--- src/rtl/vector_lane_sequencer.sv ---
// Per-iteration index sequencer for the lane datapath: drives the split-side
// issue index and, through a PIPE-deep delay line, the join-side write-back index.
module vector_lane_sequencer #(
    parameter  int unsigned V     = 20,
    parameter  int unsigned LANES = 4,
    parameter  int unsigned PIPE  = 1,
    parameter  int unsigned OPW   = 4,
    localparam int unsigned ITER  = V / LANES,
    localparam int unsigned IW    = (ITER > 1) ? $clog2(ITER) : 1
) (
    input  logic           CLK,
    input  logic           RST,
    input  logic           start_i,
    input  logic [OPW-1:0] op_i,
    input  logic           stall_i,
    input  logic           abort_i,
    output logic [OPW-1:0] op_o,
    output logic           issue_valid_o,
    output logic [IW-1:0]  issue_idx_o,
    output logic           wb_valid_o,
    output logic [IW-1:0]  wb_idx_o,
    output logic           busy_o,
    output logic           done_o
);

    // Reject configurations the lane split cannot represent.
    if (((V % LANES) != 0) || (PIPE < 1) || (PIPE > 4)) begin : g_cfg_check
        $error("vector_lane_sequencer: V must be a multiple of LANES and PIPE in 1..4");
    end

    typedef enum logic [1:0] {
        IDLE  = 2'd0,
        ISSUE = 2'd1,
        DRAIN = 2'd2,
        DONE  = 2'd3
    } state_t;

    state_t                   state_q, state_d;
    logic [IW-1:0]            issue_idx_q, issue_idx_d;
    logic [OPW-1:0]           op_q, op_d;
    logic [PIPE-1:0]          vld_q, vld_d;
    logic [PIPE-1:0][IW-1:0]  idx_q, idx_d;
    logic                     push_v;

    // State, issue counter, opcode and delay-line registers.
    always_ff @(posedge CLK or posedge RST) begin
        if (RST) begin
            state_q     <= IDLE;
            issue_idx_q <= '0;
            op_q        <= '0;
            vld_q       <= '0;
            idx_q       <= '0;
        end else begin
            state_q     <= state_d;
            issue_idx_q <= issue_idx_d;
            op_q        <= op_d;
            vld_q       <= vld_d;
            idx_q       <= idx_d;
        end
    end

    // Next-state, issue stepping and delay-line shift; abort overrides everything.
    always_comb begin
        state_d     = state_q;
        issue_idx_d = issue_idx_q;
        op_d        = op_q;
        vld_d       = vld_q;
        idx_d       = idx_q;
        push_v      = 1'b0;

        case (state_q)
            IDLE: begin
                if (start_i) begin
                    state_d     = ISSUE;
                    op_d        = op_i;
                    issue_idx_d = '0;
                end
            end
            ISSUE: begin
                if (!stall_i) begin
                    push_v = 1'b1;
                    if (issue_idx_q == IW'(ITER - 1)) begin
                        state_d = DRAIN;
                    end else begin
                        issue_idx_d = issue_idx_q + IW'(1);
                    end
                end
            end
            DRAIN: begin
                if (!stall_i && vld_q[PIPE-1] && (idx_q[PIPE-1] == IW'(ITER - 1))) begin
                    state_d = DONE;
                end
            end
            DONE: begin
                state_d = IDLE;
            end
            default: begin
                state_d = IDLE;
            end
        endcase

        // Bubbles enter the line whenever nothing is issued.
        if (!stall_i) begin
            for (int i = PIPE - 1; i > 0; i--) begin
                vld_d[i] = vld_q[i-1];
                idx_d[i] = idx_q[i-1];
            end
            vld_d[0] = push_v;
            idx_d[0] = push_v ? issue_idx_q : '0;
        end

        if (abort_i && (state_q != IDLE)) begin
            state_d     = IDLE;
            issue_idx_d = '0;
            vld_d       = '0;
            idx_d       = '0;
        end
    end

    // Outputs decoded from registered state only (plus the stall qualifier).
    assign op_o          = op_q;
    assign issue_idx_o   = issue_idx_q;
    assign issue_valid_o = (state_q == ISSUE) && !stall_i;
    assign wb_idx_o      = idx_q[PIPE-1];
    assign wb_valid_o    = vld_q[PIPE-1] && !stall_i;
    assign busy_o        = (state_q == ISSUE) || (state_q == DRAIN);
    assign done_o        = (state_q == DONE);

endmodule
--- config.mk ---
export PLATFORM = sky130hd
export DESIGN_NAME = vector_lane_sequencer
export DESIGN_NICKNAME = d
export VERILOG_FILES = /design/src/rtl/vector_lane_sequencer.sv
export SDC_FILE = /design/constraint.sdc
export NUM_CORES = 1
export LEC_CHECK = 0
export ABC_AREA = 1
export CAP_MARGIN = 20
export CORE_MARGIN = 4
export CORE_UTILIZATION = 45
export DETAILED_ROUTE_END_ITERATION = 10
export PLACE_DENSITY = 0.76
export SETUP_SLACK_MARGIN = 0.02
export SLEW_MARGIN = 20
export SYNTH_ARGS = -nofsm -noshare
export SYNTH_HDL_FRONTEND = slang
export SYNTH_SLANG_ARGS = --single-unit
--- constraint.sdc ---
create_clock -name CLK -period 1.9 [get_ports CLK]
set_input_delay 0.285 -clock CLK [delete_from_list [all_inputs] [get_ports CLK]]
set_output_delay 0.285 -clock CLK [all_outputs]
set_load 0.02 [all_outputs]
**Word level (Yosys, flattened, before mapping)**

Index checks and enable logic that the tools add are counted.

- $add $sub $neg: 1
- Eq/ne operators: 11
- Mux-type cells: 18
- Reduce and logical (&&, ||, !) cells: 12

Operators by type and width:

| kind | count |
|---|---|
| 3-bit 2-to-1 mux | 7 |
| 3-bit != test, second input constant | 5 |
| 2-bit 2-to-1 mux | 5 |
| 2-bit case mux with 4 select lines | 1 |
| 4-bit AND reduction | 2 |
| 3-bit == test, second input constant | 2 |
| 3-bit case mux with 2 select lines | 1 |
| 2-bit == test, second input constant | 2 |
| 1-bit logical AND | 4 |
| 1-bit 2-to-1 mux | 4 |
| 3-bit by 1-bit adder with 3-bit output, second input constant | 1 |
| 3-bit nonzero test | 1 |
| 2-bit by 1-bit == test with 1-bit output, second input constant | 1 |
| 2-bit logical NOT | 1 |
| 2-bit by 1-bit != test with 1-bit output, second input constant | 1 |
| 2-bit AND reduction | 1 |
| 2-bit nonzero test | 1 |
| 1-bit logical NOT | 1 |
| 1-bit logical OR | 1 |

- Bits in registers: 13
- Logic and storage cells: 47

**Depth between registers and ports, before layout**

Gate-level depths: netlist of the first run.

- Word-level depth: 6
- Gate-level depth with buffers: 10
- Mapped depth without buffers: 10

**Least setup slack after synthesis of the first run**

No wires, ideal clock.

- Path type: register -> register
- Start point: register issue_idx_q[0], in the netlist issue_idx_o[0]
- End point: register issue_idx_q[2], in the netlist issue_idx_o[2]
- Setup time: 0.076 ns
- Data arrival time: 1.278 ns
- Required time: 1.824 ns
- Setup slack: 0.546 ns
- Cell stages (with the launch flop): 10
- Clock period less this slack: 1.354 ns
- Path through: dfrtp_1 > inv_1 > ha_1 > nand2_1 > clkinv_1 > nand3_1 > nand2_2 > nor2_8 > nand2_1 > o21ai_1

- Word-level cells in the longest chain between the ends: 5
- Elaborated cells on any way between the ends: 8

RTL lines:

| element | RTL line | text |
|---|---|---|
| from (decl) | 39 | `logic [IW-1:0] issue_idx_q, issue_idx_d;` |
| from (signal assigned) | 55 | `issue_idx_q <= issue_idx_d;` |
| 3-bit by 1-bit adder with 3-bit output | 85 | `issue_idx_d = issue_idx_q + IW'(1);` |
| 3-bit 2-to-1 mux | 82 | `if (issue_idx_q == IW'(ITER - 1)) begin` |
| 3-bit 2-to-1 mux | 80 | `if (!stall_i) begin` |
| 3-bit case mux with 2 select lines | 71 | `case (state_q)` |
| 3-bit 2-to-1 mux | 112 | `if (abort_i && (state_q != IDLE)) begin` |

Parallel ways exist; a longest one is shown, timed or not. The select of a mux whose other input is x is not followed.
A chain may end at the register's enable or synchronous reset.

**Worst setup path in the final report of the first run**

- Start point: register state_q[0]
- End point: output port done_o

- Word-level cells in the longest chain between the ends: 1

RTL lines:

| element | RTL line | text |
|---|---|---|
| from (decl) | 38 | `state_t state_q, state_d;` |
| from (signal assigned) | 54 | `state_q <= state_d;` |
| 2-bit == test | 127 | `assign done_o = (state_q == DONE);` |
| to (decl) | 23 | `output logic done_o` |

No other way between the ends.

==> results of run 1 <==
[power breakdown]
part | leakage [nW] | switching (mW) | internal, mW | total [mW]
Clock | 0.0150 | 0.0889 | 0.0814 | 0.170
Combinational | 0.348 | 0.522 | 0.394 | 0.916
Sequential | 0.169 | 0.0639 | 0.365 | 0.429
[cell families after synthesis]
| group | after synthesis | synth area share (%) |
|---|---|---|
| flops | 13 | 41.2 |
| buf+inv | 18 | 8.56 |
| mux | 4 | 5.70 |
| compound gates | 9 | 6.66 |
| xor+xnor | 1 | 1.11 |
| simple gates | 38 | 25.7 |
| fa+ha+maj | 7 | 11.1 |
[flip-flops by register name, summed over array words and instances, names as in the netlist]
signal,flops
op_o,4
wb_idx_o,3
vld_q,1
state_q,2
issue_idx_o,3
[layer usage]
layer | GRT usage (%) | part of all wire (%) | vias up
li1 | - | - | 341
met5 | 0 | 0 | -
met1 | 19.8 | 50 | 288
met4 | 8.29 | 1.5 | 0
met3 | 3.31 | 6.0 | 2
met2 | 21.1 | 43 | 19
[final cells by class]
class,instances,share of cell area [%]
Multi-Input combinational cell,59,36.9
Sequential cell,13,30.3
Timing Repair Buffer,25,22.2
Inverter,18,6.29
Clock buffer,4,2.44
Tap cell,16,1.86
[cell usage in the layout (no fill, tap or decap), types with 2 or more instances in the layout]
master,n
nor2_1,4
a21oi_1,2
mux2_2,4
inv_2,2
nand3_1,5
clkbuf_4,3
nand2_2,3
buf_4,3
inv_1,15
ha_1,7
dfrtp_1,13
nand2_1,18
clkdlybuf4s50_1,19
o21ai_1,3
[worst paths after layout]
kind / endpoint / slack [ns] / from / cells after the start
worst max register to register: state_q[0] / 0.42 / state_q[0] / 10
worst min register to register: op_o[2] / 0.51 / op_o[2] / 1
worst max-delay path: done_o / 0.16 / state_q[0] / 2
min in group CLK: op_o[2] / 0.51 / op_o[2] / 1
worst min-delay path: issue_idx_o[2] / 0.32 / RST / 2
max in group asynchronous: state_q[0] / 1.25 / RST / 2
[metrics by stage]
step                      power, mW  hold slack [ns]  setup slack (ns)
final                          1.52            0.317             0.160
after global routing           1.64            0.386            0.0591
after CTS                      1.54            0.321            0.0238
after detailed placement       1.38            0.493            0.0260
after global placement         1.36            0.487            0.0310
after floorplan                1.06            0.162             0.546
[worst max-delay path, cell delays in order (launching register included)]
cell and delay, ns:
dfrtp_1 0.42, ha_1 0.17, clkdlybuf4s50_1 0.59
==> impl_metrics.py, run 1 <==
metrics = {
    "yosys": {
        "ys_seq_area_share_pct": 41.2,
        "postSynth.asyncResetShare_pct": 100,
        "synth.most_common_cell": "nand2_1",
        "yosysTopAreaCell": "dfrtp_1",
        "post_synth_instance_area_um2": 790,
        "yosysWarningCount": 0,
        "most_common_flop_cell_mapped_by_yosys": "dfrtp_1",
        "post_synth_num_cell_types": 25,
        "synth_top_cell_area_share_pct": 41.2,
        "synthTopCellsByArea": "dfrtp_1 41%, ha_1 11%, nand2_1 8.6%",
        "syn-instance-count": 90,
        "syn_nets": 106,
        "avgSynthCellArea_um2": 8.77,
        "netlist_top_cells_count": "18 x nand2_1, 15 x inv_1, 13 x dfrtp_1",
        "ys_ff_latch": 13,
        "post_synth_edffs": 0,
    },
    "floorplanning": {
        "floorplan.initialDensity_pct": 50.1,
        "die_w_um": 49.9,
        "std_cell_rows": 14,
        "die_area_um2": 2490,
        "die_h_um": 49.9,
        "boundaryPins": 23,
        "core_um2": 1580,
    },
    "finish": {
        "multi_input_gate_area_in_the_final_layout_um2": 397,
        "drive_above_1_share_pct": 17.6,
        "ff_latch_area_um2": 325,
        "area_growth_syn_to_layout_pct": 36.1,
        "fin_nets": 136,
        "number_of_fill_cells_in_the_layout": 138,
        "stdcell_area_um2": 1070,
        "finalNonFillerCells": 135,
        "n_antenna_cell": 0,
        "fin_util_pct": 68.2,
    },
    "cts": {
        "cts_hold_repair.buffers": 0,
        "cts_htree_levels": 1,
        "clock-root-buffer": "clkbuf_4",
        "cts_setup_buffers": 0,
        "clkTransAtPathRegs_ns": 0.08,
        "cts-resized-gates": 2,
        "tritoncts_clock_tree": "yes",
        "worstSkewPairLatency_ns": 0.28,
        "cts_inserted_buffers": 3,
        "clock_tree.buffer_depth": 2,
        "cts_sinks": 13,
    },
    "pwr": {
        "leakage_nw": 0.531,
        "power-per-cell-area_nw_per_um2": 1410,
        "worst_ir_drop_vdd_mv": 0.798,
    },
    "hold_path": {
        "min_path_type": "in2async",
    },
    "sta": {
        "finalSetupViolCount": 0,
        "hold_viol_final": 0,
        "clock-skew-final_ns": 0.00560,
        "finalCriticalPeriod_ns": 1.74,
        "tightest_slew_ns": 0.482,
        "max_freq_mhz": 575,
        "slew_headroom_pct": 67.9,
        "setup_repair_after_global_routing_missed_its_margin": "no",
        "fin_setup_tns_ns": 0,
        "final.period_utilization_pct": 91.6,
        "report.final.slew_viol_count": 0,
    },
    "place": {
        "post-dp-hpwl_um": 1320,
        "buffer_ports.inserted": 22,
        "dpl.cell_count": 131,
        "routabilityCongestion": 0.758,
        "postPlaceCellArea_um2": 1050,
    },
    "setup_path": {
        "worstSetupEndpointType": "output pin",
        "worst_setup_path_start_kind": "flip-flop",
        "worst-path-max-fanout": 5,
        "worstSetupPathType": "reg2out",
        "worst-endpoint-arrival_ns": 1.46,
        "cp_data_required_time_ns": 1.62,
    },
    "outcome": {
        "status": "finished clean",
    },
    "routing": {
        "drt_iter0_markers": 5,
        "drtPass1Iterations": 4,
        "postRouteAntennaNets": 0,
        "drc": 0,
        "viasPerCell": 4.81,
        "wire_per_inst_um": 11.7,
        "detailroute.via_count": 650,
        "drt_wl_total_um": 1580,
    },
    "global_routing": {
        "grt_start_max_net_pins": 14,
        "overflow": 0,
        "grt_antenna_before_repair": 0,
        "first_global_vias": 644,
        "grt_pass1_wl_um": 2770,
        "global_route.usage.total_pct": 14.6,
    },
    "job": {
        "cap_violations": 0,
    },
}
Note: power is estimated with default switching activity, not from simulation.
==> run 2, diff against run 1 <==
--- a/config.mk
+++ b/config.mk
@@ -7,7 +7,7 @@
 export LEC_CHECK = 0
 export ABC_AREA = 1
 export CAP_MARGIN = 20
-export CORE_MARGIN = 4
+export CORE_ASPECT_RATIO = 1.1
 export CORE_UTILIZATION = 45
 export DETAILED_ROUTE_END_ITERATION = 10
 export PLACE_DENSITY = 0.76
==> impl_metrics.py, run 2 (synthesis results as in run 1) <==
metrics = {
    "outcome": {
        "status": "finished clean",
    },
    "global_routing": {
        "overflow": 0,
        "grt_pass1_wl_um": 2720,
        "first_global_vias": 678,
        "grt_antenna_before_repair": 0,
        "global_route.usage.total_pct": 19.2,
        "grt_start_max_net_pins": 14,
    },
    "cts": {
        "clock-root-buffer": "clkbuf_4",
        "clock_tree.buffer_depth": 2,
        "worstSkewPairLatency_ns": 0.28,
        "cts_inserted_buffers": 3,
        "cts_htree_levels": 1,
        "cts_sinks": 13,
        "clkTransAtPathRegs_ns": 0.08,
        "tritoncts_clock_tree": "yes",
    },
    "pwr": {
        "leakage_nw": 0.531,
        "power-per-cell-area_nw_per_um2": 1410,
        "design_power_total_mw": 1.53,
        "worst_ir_drop_vdd_mv": 0.713,
    },
    "place": {
        "postPlaceCellArea_um2": 1050,
        "buffer_ports.inserted": 22,
        "worst_setup_slack_post_dpl_ns": 0.0837,
        "dpl.cell_count": 132,
        "routabilityCongestion": 0.833,
        "post-dp-hpwl_um": 1300,
    },
    "sta": {
        "finalSetupViolCount": 0,
        "slew_headroom_pct": 66.2,
        "max_freq_mhz": 559,
        "report.final.slew_viol_count": 0,
        "finalCriticalPeriod_ns": 1.79,
        "tightest_slew_ns": 0.507,
        "fin_setup_tns_ns": 0,
        "final_worst_hold_slack_ns": 0.326,
        "setup_repair_after_global_routing_missed_its_margin": "no",
        "smallest_setup_slack_after_layout_ns": 0.110,
        "final.period_utilization_pct": 94.2,
        "clock-skew-final_ns": 0.00595,
        "hold_viol_final": 0,
    },
    "routing": {
        "drtPass1Iterations": 4,
        "postRouteAntennaNets": 0,
        "met1Wirelength_um": 717,
        "dr_wl_met2_um": 785,
        "detailroute.via_count": 706,
        "drt_wl_total_um": 1680,
        "viasPerCell": 5.19,
        "drt_iter0_markers": 13,
        "drc": 0,
        "dr_wl_met3_um": 123,
        "wire_per_inst_um": 12.4,
        "top_layer_used": "met4",
    },
    "setup_path": {
        "cell_family_with_most_cp_delay": "buffers and inverters",
        "critPathBufInv": 3,
        "worst-endpoint-arrival_ns": 1.50,
        "timing.critical_path.slowest_stage_cell": "dfrtp_1",
        "cp_data_required_time_ns": 1.62,
        "worstSetupPathType": "reg2out",
        "worst_setup_path_start_kind": "flip-flop",
        "critical_path.most_common_cell": "inv_1",
        "critical-path-max-stage-delay_ns": 0.44,
        "crit_path_cells": "inv_1, ha_1, nand2_1, inv_1, clkdlybuf4s15_1",
        "worst-path-max-fanout": 5,
        "worstSetupEndpointType": "output pin",
    },
    "finish": {
        "finalNonFillerCells": 136,
        "layout_common_cells": "19 x clkdlybuf4s50_1, 18 x nand2_1, 15 x inv_1",
        "n_antenna_cell": 0,
        "drive_above_1_share_pct": 16.8,
        "fin_util_pct": 67.8,
        "area_growth_syn_to_layout_pct": 36.9,
        "fin_nets": 136,
        "flip_flop_count_of_the_largest_register_all_copies_and_words_added": 4,
        "mostFrequentLayoutCell": "clkdlybuf4s50_1",
        "stdcell_area_um2": 1080,
    },
    "hold_path": {
        "min_path_type": "in2async",
    },
    "floorplanning": {
        "core_um2": 1600,
        "boundaryPins": 23,
        "floorplan.initialDensity_pct": 49.5,
        "die_w_um": 41.9,
        "die_area_um2": 1930,
        "die_h_um": 45.9,
        "std_cell_rows": 15,
    },
    "job": {
        "cap_violations": 0,
    },
}
run 2: worst paths after layout:
kind	start	endpoint	cells after the start	slack, ns
hold reg to reg	op_o[3]	op_o[3]	1	0.51
setup reg to reg	state_q[1]	state_q[1]	10	0.38
setup / recovery	state_q[1]	issue_valid_o	5	0.11
hold / removal	RST	op_o[3]	2	0.33
min in group CLK	op_o[3]	op_o[3]	1	0.51
max in group asynchronous	RST	wb_idx_o[2]	2	1.23
run 2: report_power, final:
part	switching [mW]	internal (mW)	total, mW
Sequential	0.0619	0.365	0.427
Clock	0.0876	0.0815	0.169
Combinational	0.535	0.396	0.931
Total	0.685	0.843	1.53
run 2: layout make-up:
class	count	area (µm²)
fill	126	514
sequential	13	325
clock buffer	4	26.3
tap	17	21.3
multi-input combinational	59	397
timing repair buffer	25	244
inverter	18	67.6
run 2: worst reg2reg max path, stage by stage (launching register included):
cell and delay, ns:
dfrtp_1 0.43, inv_1 0.12, ha_1 0.21, inv_1 0.09, nand2_2 0.10, nand2_1 0.12
nor2_2 0.06, nor2_4 0.12, nand2_2 0.06, nand2_1 0.05, nand2_1 0.05
run 2: what timing repair did:
item                                    in CTS  in global routing
endpoints found under the hold margin        0                  0
endpoints found under the setup margin       2                  2
gates resized for setup                      2                  2
hold buffers                                 0                  0
setup buffers                                0                  0
run 2: metal layers:
layer,vias to the layer above,global-route usage [%]
met2,30,33.4
met1,329,22.2
li1,340,-
met4,0,14.2
met3,7,1.98
met5,-,0
==> run 3, diff against run 2 <==
--- a/config.mk
+++ b/config.mk
@@ -10,6 +10,7 @@
 export CORE_ASPECT_RATIO = 1.1
 export CORE_UTILIZATION = 45
 export DETAILED_ROUTE_END_ITERATION = 10
+export GPL_TIMING_DRIVEN = 0
 export PLACE_DENSITY = 0.76
 export SETUP_SLACK_MARGIN = 0.02
 export SLEW_MARGIN = 20
==> impl_metrics.py, run 3 (synthesis results as in run 1) <==
metrics = {
    "place": {
        "postPlaceCellArea_um2": 1030,
        "post-dp-hpwl_um": 1210,
        "routabilityCongestion": 0.768,
        "buffer_ports.inserted": 22,
        "dpl.cell_count": 129,
    },
    "sta": {
        "setup_repair_after_global_routing_missed_its_margin": "yes",
        "max_freq_mhz": 557,
        "finalCriticalPeriod_ns": 1.80,
        "slew_headroom_pct": 67.6,
        "final.period_utilization_pct": 94.5,
        "clock-skew-final_ns": 0.00325,
        "hold_viol_final": 0,
        "finalSetupViolCount": 0,
        "report.final.slew_viol_count": 0,
        "tightest_slew_ns": 0.485,
    },
    "global_routing": {
        "grt_pass1_wl_um": 2580,
        "overflow": 0,
        "first_global_vias": 602,
        "global_route.usage.total_pct": 18.0,
        "grt_start_max_net_pins": 14,
        "grt_antenna_before_repair": 0,
    },
    "routing": {
        "postRouteAntennaNets": 0,
        "drtPass1Iterations": 4,
        "detailroute.via_count": 667,
        "drt_wl_total_um": 1580,
        "drc": 0,
        "viasPerCell": 5.02,
        "drt_iter0_markers": 8,
        "wire_per_inst_um": 11.9,
    },
    "finish": {
        "n_antenna_cell": 0,
        "finalNonFillerCells": 133,
        "area_growth_syn_to_layout_pct": 35.3,
        "stdcell_area_um2": 1070,
        "layout_common_cells": "19 x clkdlybuf4s50_1, 18 x nand2_1, 14 x inv_1",
        "flip_flop_count_of_the_largest_register_all_copies_and_words_added": 4,
        "drive_above_1_share_pct": 17.2,
        "fin_nets": 133,
        "mostFrequentLayoutCell": "clkdlybuf4s50_1",
    },
    "pwr": {
        "design_power_total_mw": 1.52,
        "power.switching_fraction_pct": 45.0,
        "power.share.combinational_pct": 60.1,
        "worst_ir_drop_vdd_mv": 0.674,
        "power-per-cell-area_nw_per_um2": 1420,
        "clock_power_share_pct": 11.3,
        "internal-power_mw": 0.835,
        "leakage_nw": 0.503,
        "part_of_the_total_power_dissipated_in_sequential_elements_pct": 28.6,
        "p_switching_mw": 0.684,
    },
    "cts": {
        "clock-root-buffer": "clkbuf_4",
        "clock_tree.buffer_depth": 2,
        "worstSkewPairLatency_ns": 0.27,
        "cts_htree_levels": 1,
        "cts_setup_buffers": 0,
        "cts_sinks": 13,
        "tritoncts_clock_tree": "yes",
        "clkTransAtPathRegs_ns": 0.08,
        "cts_inserted_buffers": 3,
    },
    "outcome": {
        "status": "finished clean",
    },
    "floorplanning": {
        "die_h_um": 45.9,
        "std_cell_rows": 15,
        "floorplan.initialDensity_pct": 49.5,
        "die_w_um": 41.9,
        "core_um2": 1600,
        "die_area_um2": 1930,
        "boundaryPins": 23,
    },
    "setup_path": {
        "worstSetupPathType": "reg2out",
        "critical-path-max-stage-delay_ns": 0.59,
        "worstSetupEndpointType": "output pin",
        "worst-endpoint-arrival_ns": 1.51,
        "crit_path_cells": "ha_1, clkdlybuf4s50_1",
        "worst_setup_path_start_kind": "flip-flop",
        "critPathBufInv": 1,
        "timing.critical_path.slowest_stage_cell": "clkdlybuf4s50_1",
        "cp_data_required_time_ns": 1.62,
        "worst-path-max-fanout": 5,
        "cell_family_with_most_cp_delay": "buffers and inverters",
    },
    "job": {
        "cap_violations": 0,
    },
    "hold_path": {
        "min_path_type": "in2async",
    },
}
[run 3: timing repair]
item / 4_1_cts / 5_1_grt
gates resized for setup: 6 / 2
setup endpoints to repair: 3 / 1
hold buffers: 0 / 0
[run 3: worst register-to-register path: cells and delay by family, from the launching register on]
kind / cells / cell delay (ns)
simple gates: 7 / 0.58
flops: 1 / 0.47
fa+ha+maj: 1 / 0.23
buf+inv: 2 / 0.21
[run 3: path summary, 6_finish.rpt]
check,to,start,slack [ns],cells past startpoint
max,done_o,state_q[0],0.10,2
min,issue_idx_o[0],RST,0.32,2
max reg2reg,state_q[0],state_q[0],0.32,10
min reg2reg,op_o[1],op_o[1],0.51,1
max in group asynchronous,state_q[0],RST,1.25,2
min in group CLK,op_o[1],op_o[1],0.51,1
[run 3: area by class of cell]
cell class | instances | area [µm²]
fillers | 131 | 527
multi-input cells | 59 | 409
flip-flops and latches | 13 | 325
repair buffers | 22 | 219
inverters | 18 | 67.6
clock buffers | 4 | 26.3
well taps | 17 | 21.3
[run 3: per-layer routing]
layer	wire length (µm)	GRT usage [%]
met2	769	30.3
met3	67	1.19
met4	14	9.68
met5	0	0
met1	726	23.5
[run 3: per-stage QoR]
stage / setup WS (ns) / util, % / TNS, ns / hold WS (ns)
after floorplan: 0.546 / - / 0 / 0.162
after global placement: -0.0254 / 64.6 / -0.0254 / 0.489
after detailed placement: -0.0355 / 64.6 / -0.0355 / 0.496
after CTS: 0.0457 / 66.4 / 0 / 0.334
after global routing: 0.0122 / 67.0 / 0 / 0.382
final: 0.105 / 67.0 / 0 / 0.320
[run 3: power groups by stage]
stage          registers (mW)  logic (mW)  clock network (mW)
2_1_floorplan           0.497       0.562                   0
3_3_place_gp            0.428       0.903                   0
3_5_place_dp            0.432       0.917                   0
4_1_cts                 0.427       0.908               0.178
5_1_grt                 0.449        1.01               0.187
6_report                0.434       0.913               0.172
